$ cat src/rtl/ws_result_drain.sv
// ws_result_drain: realigns skewed partial sums from the bottom PE row into vectors and queues them.
// Latency: lane 0 at cycle t is written at the end of t+row-1; out_valid rises in t+row if the FIFO was empty.
// Backpressure: the array cannot stall, so almost_full=(count+pending)>=depth throttles the feeder; excess vectors are dropped and overflow is set.
// Optional feature macro WS_DRAIN_RELU_EN: negative lanes are clamped to zero on write.
module ws_result_drain #(
  parameter int out_word_size = 16,
  parameter int row           = 3,
  parameter int depth         = 4
) (
  input  logic                         clk,
  input  logic                         rst,
  input  logic [out_word_size-1:0]     Result_in [0:row-1],
  input  logic                         in_valid,
  output logic [out_word_size-1:0]     out_data [0:row-1],
  output logic                         out_valid,
  input  logic                         out_ready,
  output logic                         almost_full,
  output logic [$clog2(depth+1)-1:0]   count,
  output logic                         overflow
);

  localparam int W  = out_word_size;
  localparam int CW = $clog2(depth + 1);
  localparam int AW = (depth > 1) ? $clog2(depth) : 1;

  // Aligned lanes leaving the deskew network, and the words actually stored.
  logic [W-1:0]  lane_dat [0:row-1];
  logic [W-1:0]  wr_data  [0:row-1];
  logic          wr_req;
  logic [CW-1:0] pending;

  // ------------------------------------------------------------------
  // Deskew: lane i is delayed (row-1-i) cycles so every lane of a vector
  // lines up with the last lane, which arrives combinationally.
  // ------------------------------------------------------------------
  genvar gi;
  for (gi = 0; gi < row; gi++) begin : g_lane
    localparam int N = row - 1 - gi;
    if (N == 0) begin : g_comb
      assign lane_dat[gi] = Result_in[gi];
    end else begin : g_reg
      logic [W-1:0] sr_q [0:N-1];
      logic [W-1:0] sr_d [0:N-1];

      // Shift the lane word one stage deeper each cycle.
      always_comb begin
        sr_d[0] = Result_in[gi];
        for (int s = 1; s < N; s++) begin
          sr_d[s] = sr_q[s-1];
        end
      end

      // Deskew stage registers, cleared on reset.
      always_ff @(posedge clk or posedge rst) begin
        if (rst) begin
          for (int s = 0; s < N; s++) begin
            sr_q[s] <= '0;
          end
        end else begin
          for (int s = 0; s < N; s++) begin
            sr_q[s] <= sr_d[s];
          end
        end
      end

      assign lane_dat[gi] = sr_q[N-1];
    end
  end

  // ------------------------------------------------------------------
  // Valid delay line: tracks vectors launched into the deskew network.
  // Its output is the write request; its population is "pending".
  // ------------------------------------------------------------------
  if (row > 1) begin : g_vdl
    logic [row-2:0] vdl_q;
    logic [row-2:0] vdl_d;

    // Advance each launched vector's valid bit toward the write stage.
    always_comb begin
      vdl_d[0] = in_valid;
      for (int k = 1; k < row - 1; k++) begin
        vdl_d[k] = vdl_q[k-1];
      end
    end

    // Valid delay line register; reset discards in-flight vectors.
    always_ff @(posedge clk or posedge rst) begin
      if (rst) begin
        vdl_q <= '0;
      end else begin
        vdl_q <= vdl_d;
      end
    end

    // Count vectors already launched but not yet written.
    always_comb begin
      pending = '0;
      for (int k = 0; k < row - 1; k++) begin
        pending = pending + CW'(vdl_q[k]);
      end
    end

    assign wr_req = vdl_q[row-2];
  end else begin : g_novdl
    assign wr_req  = in_valid;
    assign pending = '0;
  end

  // Optional clamp of negative words before they enter the FIFO.
  always_comb begin
    for (int i = 0; i < row; i++) begin
`ifdef WS_DRAIN_RELU_EN
      wr_data[i] = lane_dat[i][W-1] ? '0 : lane_dat[i];
`else
      wr_data[i] = lane_dat[i];
`endif
    end
  end

  // ------------------------------------------------------------------
  // Vector FIFO. Full/empty come from count, never from pointer compare,
  // so a full FIFO can accept a write in the same cycle as a read.
  // ------------------------------------------------------------------
  logic [W-1:0]  mem_q [0:depth-1][0:row-1];
  logic [W-1:0]  mem_d [0:depth-1][0:row-1];
  logic [AW-1:0] wr_ptr_q, wr_ptr_d;
  logic [AW-1:0] rd_ptr_q, rd_ptr_d;
  logic [CW-1:0] count_q, count_d;
  logic          out_valid_q, out_valid_d;
  logic          overflow_q, overflow_d;
  logic          rd_fire, wr_fire, full, drop;

  // Handshake, write/drop decision, pointer and occupancy next-state.
  always_comb begin
    rd_fire     = out_valid_q && out_ready;
    full        = (count_q == CW'(depth));
    wr_fire     = wr_req && (!full || rd_fire);
    drop        = wr_req && full && !rd_fire;

    mem_d       = mem_q;
    wr_ptr_d    = wr_ptr_q;
    rd_ptr_d    = rd_ptr_q;
    count_d     = count_q;
    overflow_d  = overflow_q | drop;

    if (wr_fire) begin
      for (int i = 0; i < row; i++) begin
        mem_d[wr_ptr_q][i] = wr_data[i];
      end
      wr_ptr_d = (wr_ptr_q == AW'(depth - 1)) ? '0 : wr_ptr_q + AW'(1);
    end

    if (rd_fire) begin
      rd_ptr_d = (rd_ptr_q == AW'(depth - 1)) ? '0 : rd_ptr_q + AW'(1);
    end

    if (wr_fire && !rd_fire) begin
      count_d = count_q + CW'(1);
    end else if (rd_fire && !wr_fire) begin
      count_d = count_q - CW'(1);
    end

    out_valid_d = (count_d != '0);
  end

  // FIFO storage, pointers and status flags.
  always_ff @(posedge clk or posedge rst) begin
    if (rst) begin
      for (int e = 0; e < depth; e++) begin
        for (int i = 0; i < row; i++) begin
          mem_q[e][i] <= '0;
        end
      end
      wr_ptr_q    <= '0;
      rd_ptr_q    <= '0;
      count_q     <= '0;
      out_valid_q <= 1'b0;
      overflow_q  <= 1'b0;
    end else begin
      for (int e = 0; e < depth; e++) begin
        for (int i = 0; i < row; i++) begin
          mem_q[e][i] <= mem_d[e][i];
        end
      end
      wr_ptr_q    <= wr_ptr_d;
      rd_ptr_q    <= rd_ptr_d;
      count_q     <= count_d;
      out_valid_q <= out_valid_d;
      overflow_q  <= overflow_d;
    end
  end

  // Head of the FIFO straight from storage; stable while the pointer holds.
  always_comb begin
    for (int i = 0; i < row; i++) begin
      out_data[i] = mem_q[rd_ptr_q][i];
    end
  end

  assign almost_full = ({1'b0, count_q} + {1'b0, pending}) >= (CW+1)'(depth);
  assign out_valid   = out_valid_q;
  assign count       = count_q;
  assign overflow    = overflow_q;

endmodule

$ cat config.mk
export PLATFORM = sky130hd
export DESIGN_NAME = ws_result_drain
export DESIGN_NICKNAME = d
export VERILOG_FILES = /design/src/rtl/ws_result_drain.sv
export SDC_FILE = /design/constraint.sdc
export NUM_CORES = 1
export LEC_CHECK = 0
export ABC_AREA = 1
export BUFFER_PORTS_ARGS = -buffer_cell sky130_fd_sc_hd__buf_2
export CORE_MARGIN = 4
export CORE_UTILIZATION = 35
export CTS_BUF_LIST = sky130_fd_sc_hd__clkbuf_4
export DETAILED_ROUTE_END_ITERATION = 8
export PLACE_DENSITY = 0.63
export SLEW_MARGIN = 20
export SYNTH_ARGS = -nofsm -noshare
export SYNTH_HDL_FRONTEND = slang
export SYNTH_SLANG_ARGS = --single-unit
$ cat constraint.sdc
create_clock -name clk -period 10.1 [get_ports clk]
set_clock_uncertainty 0.05 [all_clocks]
set_input_delay 1.01 -clock clk [delete_from_list [all_inputs] [get_ports clk]]
set_output_delay 1.01 -clock clk [all_outputs]
set_load 0.005 [all_outputs]
==> metrics.md <==
| Metric | Value |
|---|---|
| Status | finished, final reports clean |
| Reg2reg setup slack | 6.78 ns |
| Drt first-iter violations | 595 |
| Commonest non-fill, non-tap cell in the layout | nand2_1 |
| Flops & latches, synth | 251 |
| Crit path from | rd_ptr_q[0] |
| Multi-input gate area | 3890 µm² |
| Vias per cell | 5.00 |
| Share of cells above drive strength 1 | 0.178 |
| Seq pwr share | 0.398 |
| Max-slew headroom | 0.276 |
| Drt total wl | 29.1 mm |
| Hold WS | 0.288 ns |
| Number of global-route vias before repair | 9,133 |
| Initial DRT Pass Iterations | 5 |
| Mapped Area | 10,800 µm² |
| Initial core utilization | 0.354 |
| Sw Share | 0.405 |
| Max clock buf depth | 3 |
| GRT Overall Usage | 0.175 |
| Worst hold-check path type | flip-flop to flip-flop |
| Core Box Area | 30,600 µm² |
| DP Worst Slack | 6.05 ns |
| Placed cell count | 1,651 |
| Critical path peak fanout | 71 |
| Final WS setup | 5.75 ns |
| Hold-fix buffers at CTS | 0 |
| Max-slew violation count | 0 |
| Hold path start | g_lane[0].g_reg.sr_d[4] |
| Post_cts resized | 0 |
| Pwr/cell area | 331 nW/µm² |
| First-pass GRT wire length | 48.0 mm |
| R2R Path Start | count[0] |
| Synthesized instance count | 1,232 |
| Synth warn | 0 |
| Antenna violations before repair | 3 |
| Final nets | 1,391 |
| Sink Count | 251 |
| Final min period | 4.35 ns |
| Fillers | 3,170 |
| Seq/Total Area, Yosys | 0.579 |
| Register area | 6290 µm² |
| Sw Pwr | 1.65 mW |
| Clk_lat worst skew | 0.68 ns |
| RSZ-0062 raised after global routing | false |
| DR vias | 8,894 |
| Non-filler cells, final | 1,780 |
| Port Buffer Count | 105 |
| Post-route cell area | 12,300 µm² |
| Worst r2r path cells | 11 |
| Setup CP Type | flip-flop to primary output |
| Crit path launch type | flip-flop |
| Count of cell types in the netlist | 25 |
| Row Count | 64 |
| Fin Setup TNS | 0 ns |
| Fin. Hold Viols | 0 |
| Die ar. | 33,900 µm² |
| Area after DPL | 11,400 µm² |
| Hold depth | 0 |
| H-tree level count | 3 |
| Clk root buf | clkbuf_4 |
| Clk pin slew, worst setup/hold paths | 0.06 ns |
| Io pins | 106 |
| Worst-margin pin slew | 1.08 ns |
| Area growth syn-to-layout | 13.6% |
| Req. time, crit path | 9.04 ns |
| Final Core Density | 0.403 |
| Postcts setup bufs | 0 |
| Int Power | 2.42 mW |
| Total power | 4.07 mW |
| Mean Syn Cell Area | 8.80 µm² |
| Largest net degree at the start of global routing | 117 |
| FMAX | 0.230 GHz |
| CTS Buf Count | 72 |
| CP Capture Type | primary output |
| Routed Antenna Nets | 0 |
| Gpl congestion | 0.742 |
| Peak VDD IR | 0.143 mV |
| Die W | 184 µm |
| Pleak | 6.09 nW |
| Power share of the clock group | 0.231 |
| HPWL Detailed | 15.3 mm |
| Die height | 184 µm |
| Routed wire length per instance | 16.4 µm |
| Most frequent cells in the layout | nand2_1, dfrtp_1, o21ai_0 |
| Final worst-path cycle share | 0.431 |
| Max_cap viols | 0 |
| Synth Net Count | 1,293 |
| Comb power frac | 0.372 |
| CTS tree | built |
| Gr ovfl total | 0 |
| Setup-failing EPs final | 0 |
| Worst EP arrival | 3.29 ns |
| DRC viols | 0 |
==> layer usage <==
metal | share of wire | wire, µm | global-route usage | vias up
met2 | 0.48 | 13900 | 0.290 | 245
met4 | 0.024 | 707 | 0.0606 | 4
li1 | - | - | - | 4286
met3 | 0.054 | 1580 | 0.0427 | 68
met5 | 0.00089 | 26 | 0 | -
met1 | 0.44 | 12900 | 0.224 | 4291
==> power by group through the flow <==
| stage | logic [mW] | registers (mW) | clock network [mW] |
|---|---|---|---|
| after global placement | 1.45 | 1.67 | 0 |
| after detailed placement | 1.48 | 1.68 | 0 |
| after global routing | 1.74 | 1.67 | 1.03 |
| final | 1.51 | 1.62 | 0.939 |
| after CTS | 1.49 | 1.66 | 0.979 |
| after floorplan | 1.08 | 1.54 | 0 |
==> cells in the mapped netlist (all sizes together) <==
| master | instances | area share |
|---|---|---|
| a21oi | 1 | 0.00046 |
| buf | 54 | 0.040 |
| clkbuf | 38 | 0.014 |
| clkinv | 1 | 0.00035 |
| dfrtp | 251 | 0.58 |
| ha | 9 | 0.010 |
| inv | 21 | 0.0073 |
| nand2 | 405 | 0.14 |
| nand3 | 7 | 0.0032 |
| nor2 | 102 | 0.038 |
| o21ai | 293 | 0.14 |
| o21bai | 1 | 0.00069 |
| o22ai | 48 | 0.028 |
| xnor2 | 1 | 0.00081 |
==> sequential cells by signal, indices dropped and copies added (netlist names) <==
signal and count:
rd_ptr_q 2, g_lane.g_reg.sr_d 16, g_lane.g_reg.sr_q 32, mem_q 192, g_vdl.vdl_q 2, overflow 1, count 3, out_valid 1
wr_ptr_q 2
==> area by class of cell <==
class | instances | area share
Clock buffer | 107 | 0.0652
Multi-Input combinational cell | 867 | 0.316
Inverter | 22 | 0.00742
Sequential cell | 251 | 0.510
Timing Repair Buffer | 116 | 0.0513
Clock inverter | 20 | 0.00894
Antenna cell | 1 | 0.000203
Tap cell | 396 | 0.0402
==> final timing paths <==
| path | endpoint |
|---|---|
| setup / recovery | out_data[31] |
| hold / removal | g_lane[0].g_reg.sr_q[4] |
| setup reg to reg | mem_q[94] |
| hold reg to reg | g_lane[0].g_reg.sr_q[4] |
| max in group asynchronous | mem_q[89] |
| min in group asynchronous | g_lane[0].g_reg.sr_d[15] |
==> worst max-delay path, stage by stage, from the launching register on <==
cell,delay [ns]
dfrtp_4,0.63
buf_16,0.25
clkinv_2,0.38
buf_4,0.66
o21ai_0,0.16
o22ai_1,0.25
buf_2,0.17
==> cell families after synthesis <==
group                      Yosys count  share of synthesized area
buffers and inverters              114                     0.0615
DFF                                251                      0.579
AOI/OAI and AO/OA                  343                      0.164
and+or+nand+nor                    514                      0.184
adders and majority gates            9                     0.0104
xor gates and xnor gates             1                   0.000808
Note: power is estimated with default switching activity, not from simulation.
